**config.mk**
```make
export PLATFORM = sky130hd
export DESIGN_NAME = pong_message_decoder
export DESIGN_NICKNAME = d
export VERILOG_FILES = /design/src/rtl/pong_message_decoder.sv
export SDC_FILE = /design/constraint.sdc
export NUM_CORES = 1
export LEC_CHECK = 0
export CAP_MARGIN = 20
export CELL_PAD_IN_SITES_DETAIL_PLACEMENT = 2
export CELL_PAD_IN_SITES_GLOBAL_PLACEMENT = 2
export CORE_MARGIN = 2
export CORE_UTILIZATION = 29
export DETAILED_ROUTE_END_ITERATION = 7
export GPL_TIMING_DRIVEN = 0
export PLACE_DENSITY = 0.82
export SYNTH_ARGS = -nofsm -noshare
export SYNTH_HDL_FRONTEND = slang
export SYNTH_SLANG_ARGS = --single-unit
```
**constraint.sdc**
```tcl
create_clock -name CLOCK_50 -period 2.2 [get_ports CLOCK_50]
set_clock_uncertainty 0.05 [all_clocks]
set_input_delay 0.22 -clock CLOCK_50 [delete_from_list [all_inputs] [get_ports CLOCK_50]]
set_output_delay 0.22 -clock CLOCK_50 [all_outputs]
set_load 0.005 [all_outputs]
```
**src/rtl/pong_message_decoder.sv**
```systemverilog
// rtl/pong_message_decoder.sv - oversampling receiver and field decoder for the inter-board pong link
// Optional parity bit and PARITY state are compiled in by defining PARITY_CHECK_EN.
module pong_message_decoder #(
    parameter int BIT_CYCLES = 50
) (
    input  logic       CLOCK_50,
    input  logic       reset_n,
    input  logic       NEO_IN,
    input  logic       message_acked,
    output logic       new_message_received,
    output logic       ball_message_rx,
    output logic       miss_message_rx,
    output logic       new_game_message_rx,
    output logic       new_game_ack_message_rx,
    output logic [8:0] ball_y_rx,
    output logic [3:0] velocity_x_rx,
    output logic [3:0] velocity_y_rx,
    output logic       sign_y_rx,
    output logic [4:0] my_score_rx,
    output logic [4:0] your_score_rx,
    output logic       you_should_serve_rx,
    output logic       you_serve_first_rx,
    output logic       frame_error,
    output logic       overrun
);

    localparam int CW = $clog2(BIT_CYCLES + 1);
    localparam logic [CW-1:0] C_LAST = CW'(BIT_CYCLES - 1);
    localparam logic [CW-1:0] C_HALF = CW'(BIT_CYCLES / 2 - 1);

    typedef enum logic [2:0] {
        S_ARM,
        S_IDLE,
        S_START,
        S_DATA,
`ifdef PARITY_CHECK_EN
        S_PARITY,
`endif
        S_STOP
    } state_t;

    state_t         r_state;
    state_t         w_next_state;
    logic           r_sync1;
    logic           r_sync2;
    logic [CW-1:0]  r_cnt;
    logic [4:0]     r_bit_cnt;
    logic [23:0]    r_shift;
    logic           w_cnt_clr;
    logic           w_shift_en;
    logic           w_done;
    logic           w_frame_ok;
    logic           w_frame_good;
    logic           w_frame_bad;
    logic           w_ack_take;
    logic           w_pending;
    logic           w_is_ball;
    logic           w_is_miss;
    logic           w_is_new_game;
    logic           w_is_ack;
`ifdef PARITY_CHECK_EN
    logic           r_par_ok;
    logic           w_par_en;
`endif

    // Two-flop synchronizer; reset low so ARM must observe a genuinely high line.
    always_ff @(posedge CLOCK_50) begin
        if (!reset_n) begin
            r_sync1 <= 1'b0;
            r_sync2 <= 1'b0;
        end else begin
            r_sync1 <= NEO_IN;
            r_sync2 <= r_sync1;
        end
    end

    always_ff @(posedge CLOCK_50) begin
        if (!reset_n) begin
            r_state <= S_ARM;
        end else begin
            r_state <= w_next_state;
        end
    end

    always_comb begin
        w_next_state = r_state;
        w_cnt_clr    = 1'b0;
        w_shift_en   = 1'b0;
        w_done       = 1'b0;
`ifdef PARITY_CHECK_EN
        w_par_en     = 1'b0;
`endif
        case (r_state)
            S_ARM: begin
                if (r_sync2) begin
                    w_next_state = S_IDLE;
                end
            end
            S_IDLE: begin
                if (!r_sync2) begin
                    w_cnt_clr    = 1'b1;
                    w_next_state = S_START;
                end
            end
            S_START: begin
                if (r_cnt == C_HALF) begin
                    w_cnt_clr    = 1'b1;
                    w_next_state = r_sync2 ? S_IDLE : S_DATA;
                end
            end
            S_DATA: begin
                if (r_cnt == C_LAST) begin
                    w_cnt_clr  = 1'b1;
                    w_shift_en = 1'b1;
                    if (r_bit_cnt == 5'd23) begin
`ifdef PARITY_CHECK_EN
                        w_next_state = S_PARITY;
`else
                        w_next_state = S_STOP;
`endif
                    end
                end
            end
`ifdef PARITY_CHECK_EN
            S_PARITY: begin
                if (r_cnt == C_LAST) begin
                    w_cnt_clr    = 1'b1;
                    w_par_en     = 1'b1;
                    w_next_state = S_STOP;
                end
            end
`endif
            S_STOP: begin
                if (r_cnt == C_LAST) begin
                    w_cnt_clr    = 1'b1;
                    w_done       = 1'b1;
                    w_next_state = S_IDLE;
                end
            end
            default: begin
                w_next_state = S_ARM;
            end
        endcase
    end

    always_ff @(posedge CLOCK_50) begin
        if (!reset_n) begin
            r_cnt     <= '0;
            r_bit_cnt <= '0;
            r_shift   <= '0;
        end else begin
            r_cnt <= w_cnt_clr ? '0 : r_cnt + CW'(1);
            if (r_state == S_IDLE) begin
                r_bit_cnt <= '0;
            end else if (w_shift_en) begin
                r_bit_cnt <= r_bit_cnt + 5'd1;
                r_shift   <= {r_shift[22:0], r_sync2};
            end
        end
    end

`ifdef PARITY_CHECK_EN
    // Even parity: the transmitted bit equals the XOR of the 24 data bits.
    always_ff @(posedge CLOCK_50) begin
        if (!reset_n) begin
            r_par_ok <= 1'b0;
        end else if (w_par_en) begin
            r_par_ok <= (r_sync2 == ^r_shift);
        end
    end

    assign w_frame_ok = r_sync2 & r_par_ok;
`else
    assign w_frame_ok = r_sync2;
`endif

    assign w_frame_good  = w_done & w_frame_ok;
    assign w_frame_bad   = w_done & ~w_frame_ok;
    assign w_ack_take    = message_acked & new_message_received;
    // Pending after this edge's ack is applied, so a same-cycle ack frees the slot.
    assign w_pending     = new_message_received & ~message_acked;
    assign w_is_ball     = (r_shift[23:22] == 2'b00);
    assign w_is_miss     = (r_shift[23:22] == 2'b01);
    assign w_is_new_game = (r_shift[23:22] == 2'b10);
    assign w_is_ack      = (r_shift[23:22] == 2'b11);

    always_ff @(posedge CLOCK_50) begin
        if (!reset_n) begin
            new_message_received    <= 1'b0;
            ball_message_rx         <= 1'b0;
            miss_message_rx         <= 1'b0;
            new_game_message_rx     <= 1'b0;
            new_game_ack_message_rx <= 1'b0;
            ball_y_rx               <= '0;
            velocity_x_rx           <= '0;
            velocity_y_rx           <= '0;
            sign_y_rx               <= 1'b0;
            my_score_rx             <= '0;
            your_score_rx           <= '0;
            you_should_serve_rx     <= 1'b0;
            you_serve_first_rx      <= 1'b0;
            frame_error             <= 1'b0;
            overrun                 <= 1'b0;
        end else begin
            frame_error <= w_frame_bad;
            if (w_ack_take) begin
                new_message_received    <= 1'b0;
                ball_message_rx         <= 1'b0;
                miss_message_rx         <= 1'b0;
                new_game_message_rx     <= 1'b0;
                new_game_ack_message_rx <= 1'b0;
                overrun                 <= 1'b0;
            end
            if (w_frame_good) begin
                if (w_pending) begin
                    overrun <= 1'b1;
                end else begin
                    new_message_received    <= 1'b1;
                    ball_message_rx         <= w_is_ball;
                    miss_message_rx         <= w_is_miss;
                    new_game_message_rx     <= w_is_new_game;
                    new_game_ack_message_rx <= w_is_ack;
                    ball_y_rx               <= w_is_ball ? r_shift[21:13] : 9'd0;
                    velocity_x_rx           <= w_is_ball ? r_shift[12:9]  : 4'd0;
                    velocity_y_rx           <= w_is_ball ? r_shift[8:5]   : 4'd0;
                    sign_y_rx               <= w_is_ball & r_shift[4];
                    my_score_rx             <= w_is_miss ? r_shift[21:17] : 5'd0;
                    your_score_rx           <= w_is_miss ? r_shift[16:12] : 5'd0;
                    you_should_serve_rx     <= w_is_miss & r_shift[11];
                    you_serve_first_rx      <= w_is_new_game & r_shift[21];
                end
            end
        end
    end

endmodule

```
==> results of run 1 <==
-- final cells by class --
class	count	area [um^2]	share of cell area, %
Clock inverter	7	78.8	2.06
Multi-Input combinational cell	226	1330	34.8
Clock buffer	9	124	3.24
Buffer	19	93.8	2.46
Inverter	5	18.8	0.492
Sequential cell	77	1550	40.5
Timing Repair Buffer	49	463	12.1
Tap cell	133	166	4.36
-- where the power goes --
part           internal (mW)  leakage (nW)  switching, mW
Sequential              1.42         0.623         0.0498
Clock                  0.540         0.105          0.590
Combinational         0.0882         0.562          0.144
Total                   2.05          1.29          0.784
-- cells in the final DEF (no fill, tap or decap), drive strengths merged, types with 2 or more instances in the layout --
| cell type | Yosys | routed |
|---|---|---|
| dfxtp | 77 | 77 |
| nand2 | 70 | 70 |
| clkdlybuf4s50 | 0 | 39 |
| a21oi | 30 | 30 |
| clkbuf | 19 | 25 |
| o21ai | 17 | 17 |
| a22o | 17 | 17 |
| nand3 | 15 | 15 |
| nor2 | 14 | 14 |
| buf | 3 | 13 |
| inv | 5 | 9 |
| nor3 | 7 | 7 |
| nor3b | 5 | 5 |
| nand4b | 5 | 5 |
| and2 | 4 | 4 |
| xnor2 | 4 | 4 |
| ha | 4 | 4 |
| nand2b | 3 | 3 |
| xor2 | 3 | 3 |
| nand3b | 2 | 2 |
| o211ai | 2 | 2 |
| nor2b | 2 | 2 |
| mux2i | 2 | 2 |
| or4 | 2 | 2 |
| nor4 | 2 | 2 |
| nor4b | 2 | 2 |
| clkinv | 0 | 2 |
-- worst register-to-register path: cells and delay by family, from the launching register on --
kind                   cells  cell delay (ps)
AOI/OAI and AO/OA          1               80
buffers and inverters      1              160
and+or+nand+nor            3             1370
DFF                        1              360
-- timing repair --
action | 4_1_cts | 5_1_grt
resized for setup | 10 | 10
buffers inserted | 4 | 4
setup endpoints to repair | 48 | 43
pin swaps | 1 | 1
gates cloned | 0 | 1
-- logic make-up (layout without fill, tap and decap cells) --
logic type / Yosys count / in the layout / share of synthesized area [%]
adders and majority gates: 4 / 4 / 1.69
AOI/OAI and AO/OA: 73 / 73 / 15.5
muxes: 2 / 2 / 0.677
xor gates and xnor gates: 7 / 7 / 2.07
DFF: 77 / 77 / 52.2
and+or+nand+nor: 140 / 140 / 24.3
buffers and inverters: 27 / 89 / 3.60
-- synthesized netlist by cell type, types with 2 or more instances --
library cell | number | share of area (%)
nor3b_1 | 5 | 1.3
mux2i_1 | 2 | 0.68
o211ai_1 | 2 | 0.51
ha_1 | 4 | 1.7
nor2_1 | 14 | 1.8
nand3b_1 | 2 | 0.51
o21ai_0 | 17 | 2.9
nor3_1 | 6 | 1.0
and2_1 | 4 | 0.85
nand4b_1 | 5 | 1.5
inv_1 | 4 | 0.51
or4_1 | 2 | 0.51
a21oi_1 | 30 | 5.1
xnor2_1 | 4 | 1.2
xor2_1 | 3 | 0.89
dfxtp_1 | 77 | 52
nor2b_1 | 2 | 0.42
clkbuf_1 | 19 | 2.4
nand2b_1 | 3 | 0.64
nand2_1 | 70 | 8.9
a22o_1 | 17 | 5.0
nand3_1 | 15 | 2.5
-- per-stage QoR --
stage	TNS (ps)	cells	instance area [um^2]	setup WS, ps	power (mW)
after global routing	-15.9	525	3820	-12.0	2.97
after CTS	0	521	3760	3.99	2.86
final	0	525	3820	126	2.84
after detailed placement	-7120	503	3520	-385	1.73
after floorplan	0	330	2960	143	1.66
after global placement	-3980	502	3510	-266	1.72
-- state kept, by name, indices dropped and copies added, names as in the netlist, 3 cells and up --
signal,flops
ball_y_rx,9
my_score_rx,5
r_bit_cnt,5
r_cnt,6
r_shift,24
r_state,3
velocity_x_rx,4
velocity_y_rx,4
your_score_rx,5
-- path summary, 6_finish.rpt --
check | start | end | slack, ps | cells after the start
setup / recovery | r_cnt[3] | r_bit_cnt[4] | 130 | 5
hold / removal | reset_n | your_score_rx[3] | 250 | 3
setup reg to reg | r_cnt[3] | r_bit_cnt[4] | 130 | 5
hold reg to reg | r_sync1 | r_sync2 | 390 | 1
-- metal layers --
metal / vias up / part of all wire [%]
met5: - / 0
met4: 0 / 1.7
met3: 12 / 2.3
met2: 34 / 52
met1: 1337 / 44
li1: 1259 / -
==> out/results.tsv, run 1 <==
metric	value	unit
cp_max_fo	7	
die_area	11000	um^2
first_global_vias	2785	
grt_util_all_layers	16.9	%
vias	2642	
rows	36	
cpPeakStageDelay	500	ps
cp_top_family	simple AND/OR/NAND/NOR gates	
synth-seq-cells	77	
required	2450	ps
antenna_found_initial	0	
worstSetupPathType	flop to flop	
syn2layout_area_growth	29.2	%
grt_pass1_wl	14600	um
critPathSlowestCell	or4_4	
hold_buffers	0	
die_x	105	um
root_buffer	clkbuf_8	
maxCapViolCount	0	
syn_area	2960	um^2
synth_warnings	0	
worstPathBufferInverterCount	1	
globalRouteMet1Util	20.1	%
clk_path_buf_depth	2	
diodes	0	
ir_worst_vdd	0.312	mV
n_fill_cell	1103	
grt.overflow.total	0	
post_drt_wl_per_cell	17.3	um
crit_path_start_kind	flop	
synth_cell_types	45	
drc	0	
async_flop_share	0	%
hold_viol_final	0	
finalMaxSlewViolations	0	
synth-edff-count	0	
boundaryPins	41	
fin_crit_sh	94.3	%
drive_above_1_share	11.7	%
post-route-util	38.9	%
gp_congestion	0.769	
start_util	30.1	%
cts_buffers	9	
dp_hpwl	6040	um
drtAntennaViolNets	0	
arrival	2320	ps
met2_usage	30.0	%
setup_violations	0	
power_density	743	nW/um^2
netlist_instances	330	
htreeDepth	3	
grt_max_degree	16	
clk_latency	370	ps
final_nets	395	
period_minus_slack	2070	ps
via_per_inst	5.03	
worstMarginPinSlew	684	ps
slew_headroom	53.9	%
io_buffers	39	
grt_busiest_layer	met2	
syn-num-nets	338	
gr-usage-met3	3.62	%
hp-class	input pin to flop	
clk_pin_slew_worst_paths	80	ps
fp.dieH	105	um
firstDrtPassIters	4	
whs	247	ps
power_leakage	1.29	nW
worstPathCellList	or3b_1, buf_6, or4_4, or4_1, o21ai_0	
drt-initial-drc-count	97	
wl	9060	um
max_freq	482	MHz
end_kind	flop	
synth_top_flop_cell	dfxtp_1	
synth_area_per_cell	8.96	um^2
cts_tree	built	
ys_seq_area_share	52.2	%
status	finished clean	
core	9820	um^2
cts.sinks	77	
Power figures use the tool's default switching activity.
==> run 2, diff against run 1 <==
- TNS_END_PERCENT: default -> 5
==> out/results.tsv, run 2 (synthesis results as in run 1) <==
metric	value	unit
final_cell_mix	dfxtp_1 (74), nand2_1 (69), clkdlybuf4s50_1 (39), a21oi_1 (30)	
status	finished clean	
largest_reg_flops	24	
post-place-ws	-385	ps
post_drt_wl_per_cell	17.3	um
drc	0	
dp_hpwl	6040	um
cts_tree	built	
n_fill_cell	1101	
boundaryPins	41	
core	9820	um^2
clk_pin_slew_worst_paths	80	ps
clk_path_buf_depth	2	
hold_buffers	0	
crit_path_start_kind	flop	
holdCritStartpoint	reset_n	
cts.sinks	77	
io_buffers	39	
fp.dieH	105	um
r2r_start	r_cnt[3]	
placed_area	3520	um^2
start_util	30.1	%
cp_max_fo	7	
via_per_inst	5.06	
end_kind	flop	
first_global_vias	2785	
vias	2652	
worstSetupPathType	flop to flop	
htreeDepth	3	
grt_max_degree	16	
cts_buffers	9	
diodes	0	
die_x	105	um
cpPeakStageDelay	500	ps
ir_worst_vdd	0.311	mV
critPathSlowestCell	or4_4	
grt.overflow.total	0	
drtAntennaViolNets	0	
arrival	2340	ps
required	2450	ps
drt-initial-drc-count	126	
firstDrtPassIters	5	
gp_congestion	0.769	
reg2reg_depth	5	
slew_headroom	54.3	%
max_freq	478	MHz
final_nets	394	
holdPathStages	3	
antenna_found_initial	0	
reg2reg_slack	110	ps
grt_pass1_wl	14600	um
fin_area	3800	um^2
worst_slack	106	ps
finalMaxSlewViolations	0	
rsz0062_at_grt	yes	
reg_top3	r_shift: 24 flops, ball_y_rx: 9 flops, r_cnt: 6 flops	
worstMarginPinSlew	678	ps
die_area	11000	um^2
min_to	your_score_rx[3]	
drive_above_1_share	11.8	%
top_register	r_shift	
clk_latency	370	ps
root_buffer	clkbuf_8	
setup_violations	0	
worstPathCellList	or3b_1, buf_4, or4_4, or4_1, o21ai_0	
maxCapViolCount	0	
mostFrequentLayoutCell	dfxtp_1	
period_minus_slack	2090	ps
hp-class	input pin to flop	
rows	36	
fin_crit_sh	95.2	%
grt_util_all_layers	16.9	%
power_density	746	nW/um^2
power_leakage	1.29	nW
hold_viol_final	0	
wl	9070	um
fin_tns_setup	0	ps
post-route-util	38.7	%
r2r-end	r_bit_cnt[4]	
syn2layout_area_growth	28.7	%
[run 2: what timing repair did]
action / in CTS / in global routing
pin swaps: 1 / 0
cloned: 0 / 1
setup buffers: 4 / 2
gates resized for setup: 10 / 13
setup endpoints to repair: 48 / 43
[run 2: cell type report]
cell class | count | area, um^2 | share of cell area [%]
sequential | 77 | 1550 | 40.6
multi-input combinational | 226 | 1330 | 34.9
timing repair buffer | 47 | 448 | 11.8
tap | 133 | 166 | 4.37
clock buffer | 9 | 124 | 3.26
buffer | 20 | 96.3 | 2.53
clock inverter | 7 | 78.8 | 2.07
inverter | 5 | 18.8 | 0.493
[run 2: worst max-delay path by stage]
stage | start | end | cells past startpoint
2_1_floorplan | r_cnt[4] | ball_y_rx[2] | 6
3_3_place_gp | r_cnt[4] | velocity_y_rx[3] | 6
3_5_place_dp | r_cnt[4] | ball_y_rx[2] | 6
4_1_cts | r_cnt[3] | r_bit_cnt[4] | 5
5_1_grt | r_state[0] | r_shift[20] | 5
6_report | r_cnt[3] | r_bit_cnt[4] | 5
[run 2: power by group]
group / internal, mW / total (mW) / switching, mW / leakage [nW]
Clock: 0.540 / 1.13 / 0.594 / 0.105
Sequential: 1.42 / 1.48 / 0.0514 / 0.623
Combinational: 0.0851 / 0.228 / 0.143 / 0.560
[run 2: metal layers]
layer  wire, um  vias up  GRT usage (%)
met5          0        -              0
met4        159        0           6.29
met3        196       12           3.62
met2       4740       34           30.0
met1       3970     1346           20.1
li1           -     1260              -
[run 2: through the flow]
step                total power, mW  cells  hold slack (ps)
floorplan                      1.66    330              297
global placement               1.72    502              377
detailed placement             1.73    503              380
CTS                            2.86    521              243
global route                   2.97    524              271
finish                         2.84    524              246
[run 2: critical path, delay by kind of cell, from the launching register on]
family,cells,cell delay [ps]
AO/OA/AOI/OAI,1,80
buffers and inverters,1,180
flip-flops,1,360
AND/OR/NAND/NOR,3,1350
==> run 3, diff against run 2 <==
- GPL_TIMING_DRIVEN: 0 -> 1
==> out/results.tsv, run 3 (synthesis results as in run 1) <==
metric	value	unit
setup_violations	0	
whs	401	ps
grt_pass1_wl	14100	um
r2r_start	r_cnt[4]	
p_comb_share	10.5	%
status	finished clean	
slew_headroom	41.3	%
reg_top3	r_shift: 24 flops, ball_y_rx: 9 flops, r_cnt: 6 flops	
period_minus_slack	2120	ps
drt-initial-drc-count	69	
gp_congestion	0.735	
antenna_found_initial	0	
power_density	734	nW/um^2
worstPathCellList	or3b_4, buf_4, or4_4, or4_1, o21ai_0	
final_cells	519	
mostFrequentLayoutCell	dfxtp_1	
power_leakage	1.28	nW
reg2reg_slack	80	ps
hold_buffers	0	
drc	0	
drtAntennaViolNets	0	
root_buffer	clkbuf_8	
dp_cells	503	
n_fill_cell	1128	
core	9820	um^2
swShare	29.4	%
crit_start	r_cnt[4]	
worstSetupPathType	flop to flop	
cts_buffers	9	
fin_crit_sh	96.5	%
final_cell_mix	dfxtp_1 (77), nand2_1 (69), clkdlybuf4s50_1 (40), a21oi_1 (30), buf_4 (19)	
setup.worst_path.end	r_bit_cnt[4]	
cts_tree	built	
wl	8540	um
rows	36	
fp.dieH	105	um
drive_above_1_share	12.4	%
finalMaxSlewViolations	0	
cts.sinks	77	
htreeDepth	3	
required	2450	ps
cpPeakStageDelay	490	ps
hold_viol_final	0	
post_drt_wl_per_cell	16.4	um
switchingPower	823	uW
max_freq	471	MHz
largest_reg_flops	24	
die_x	105	um
grt.overflow.total	0	
arrival	2370	ps
start_util	30.1	%
cp_max_fo	6	
post_cts_buffers	0	
clk_path_buf_depth	2	
final_nets	389	
boundaryPins	41	
firstDrtPassIters	6	
die_area	11000	um^2
critPathSlowestCell	or4_4	
hp-class	input pin to flop	
rsz0062_at_grt	no	
reg2reg_depth	5	
maxCapViolCount	0	
dp_hpwl	6120	um
clkPwrFrac	37.9	%
end_kind	flop	
clk_pin_slew_worst_paths	90	ps
top_register	r_shift	
io_buffers	40	
grt_util_all_layers	16.4	%
first_global_vias	2798	
diodes	0	
worstMarginPinSlew	867	ps
ir_worst_vdd	0.253	mV
internal_power	1.98	mW
syn2layout_area_growth	29.0	%
via_per_inst	4.99	
crit_path_start_kind	flop	
clk_latency	370	ps
seqPwrFrac	51.6	%
grt_max_degree	37	
vias	2588	
r2r-end	r_bit_cnt[4]	
run 3: cell count changes in the layout (fill, tap and decap cells not counted), sizes merged:
| cell | before | now |
|---|---|---|
| clkdlybuf4s50 | 39 | 40 |
| buf | 11 | 22 |
| clkinv | 2 | 0 |
| clkbuf | 26 | 9 |
| clkinvlp | 0 | 1 |
| inv | 9 | 11 |
| bufinv | 1 | 0 |
run 3: worst min-delay path by stage:
stage,start,endpoint,slack [ps],cells after the start
floorplan,NEO_IN,r_sync1,300,1
global placement,r_sync1,r_sync2,370,1
detailed placement,r_sync1,r_sync2,400,1
CTS,NEO_IN,r_sync1,390,2
global route,NEO_IN,r_sync1,420,2
finish,NEO_IN,r_sync1,400,2
run 3: layout make-up:
class	count	area, um^2	share of cell area [%]
multi-input combinational	226	1320	34.6
tap	133	166	4.36
sequential	77	1540	40.4
clock inverter	7	62.6	1.64
timing repair buffer	62	581	15.2
inverter	5	18.8	0.492
clock buffer	9	124	3.25
run 3: timing repair:
| item | in CTS | in global routing |
|---|---|---|
| pin swaps | 0 | 0 |
| setup endpoints to repair | 18 | 18 |
| gates resized for setup | 3 | 5 |
| gates cloned | 0 | 0 |
run 3: routing by layer:
layer | wire length [um] | GRT usage (%) | part of all wire [%]
met4 | 167 | 6.29 | 2.0
met5 | 0 | 0 | 0
met1 | 3600 | 17.8 | 42
met3 | 254 | 4.43 | 3.0
met2 | 4510 | 30.0 | 53
run 3: critical path: cells and delay by family (launching register included):
kind | cells | cell delay, ps
AND/OR/NAND/NOR | 3 | 1370
AO/OA/AOI/OAI | 1 | 100
flip-flops | 1 | 340
buffers and inverters | 1 | 170
run 3: power by group through the flow:
stage | Combinational [mW] | Clock [mW] | Sequential, mW
after floorplan | 0.181 | 0 | 1.47
after global placement | 0.269 | 0 | 1.47
after global routing | 0.329 | 1.15 | 1.45
final | 0.292 | 1.06 | 1.44
after detailed placement | 0.285 | 0 | 1.48
after CTS | 0.292 | 1.09 | 1.44
run 3: stage by stage:
| step | area, um^2 | power [mW] | setup slack (ps) | TNS [ps] | utilization (%) |
|---|---|---|---|---|---|
| final | 3810 | 2.80 | 77.5 | 0 | 38.8 |
| after global routing | 3810 | 2.93 | 36.1 | 0 | 38.8 |
| after CTS | 3800 | 2.83 | 22.1 | 0 | 38.7 |
| after detailed placement | 3600 | 1.76 | -72.1 | -781 | 36.7 |
| after global placement | 3590 | 1.74 | -57.4 | -329 | 36.6 |
| after floorplan | 2960 | 1.66 | 143 | 0 | - |
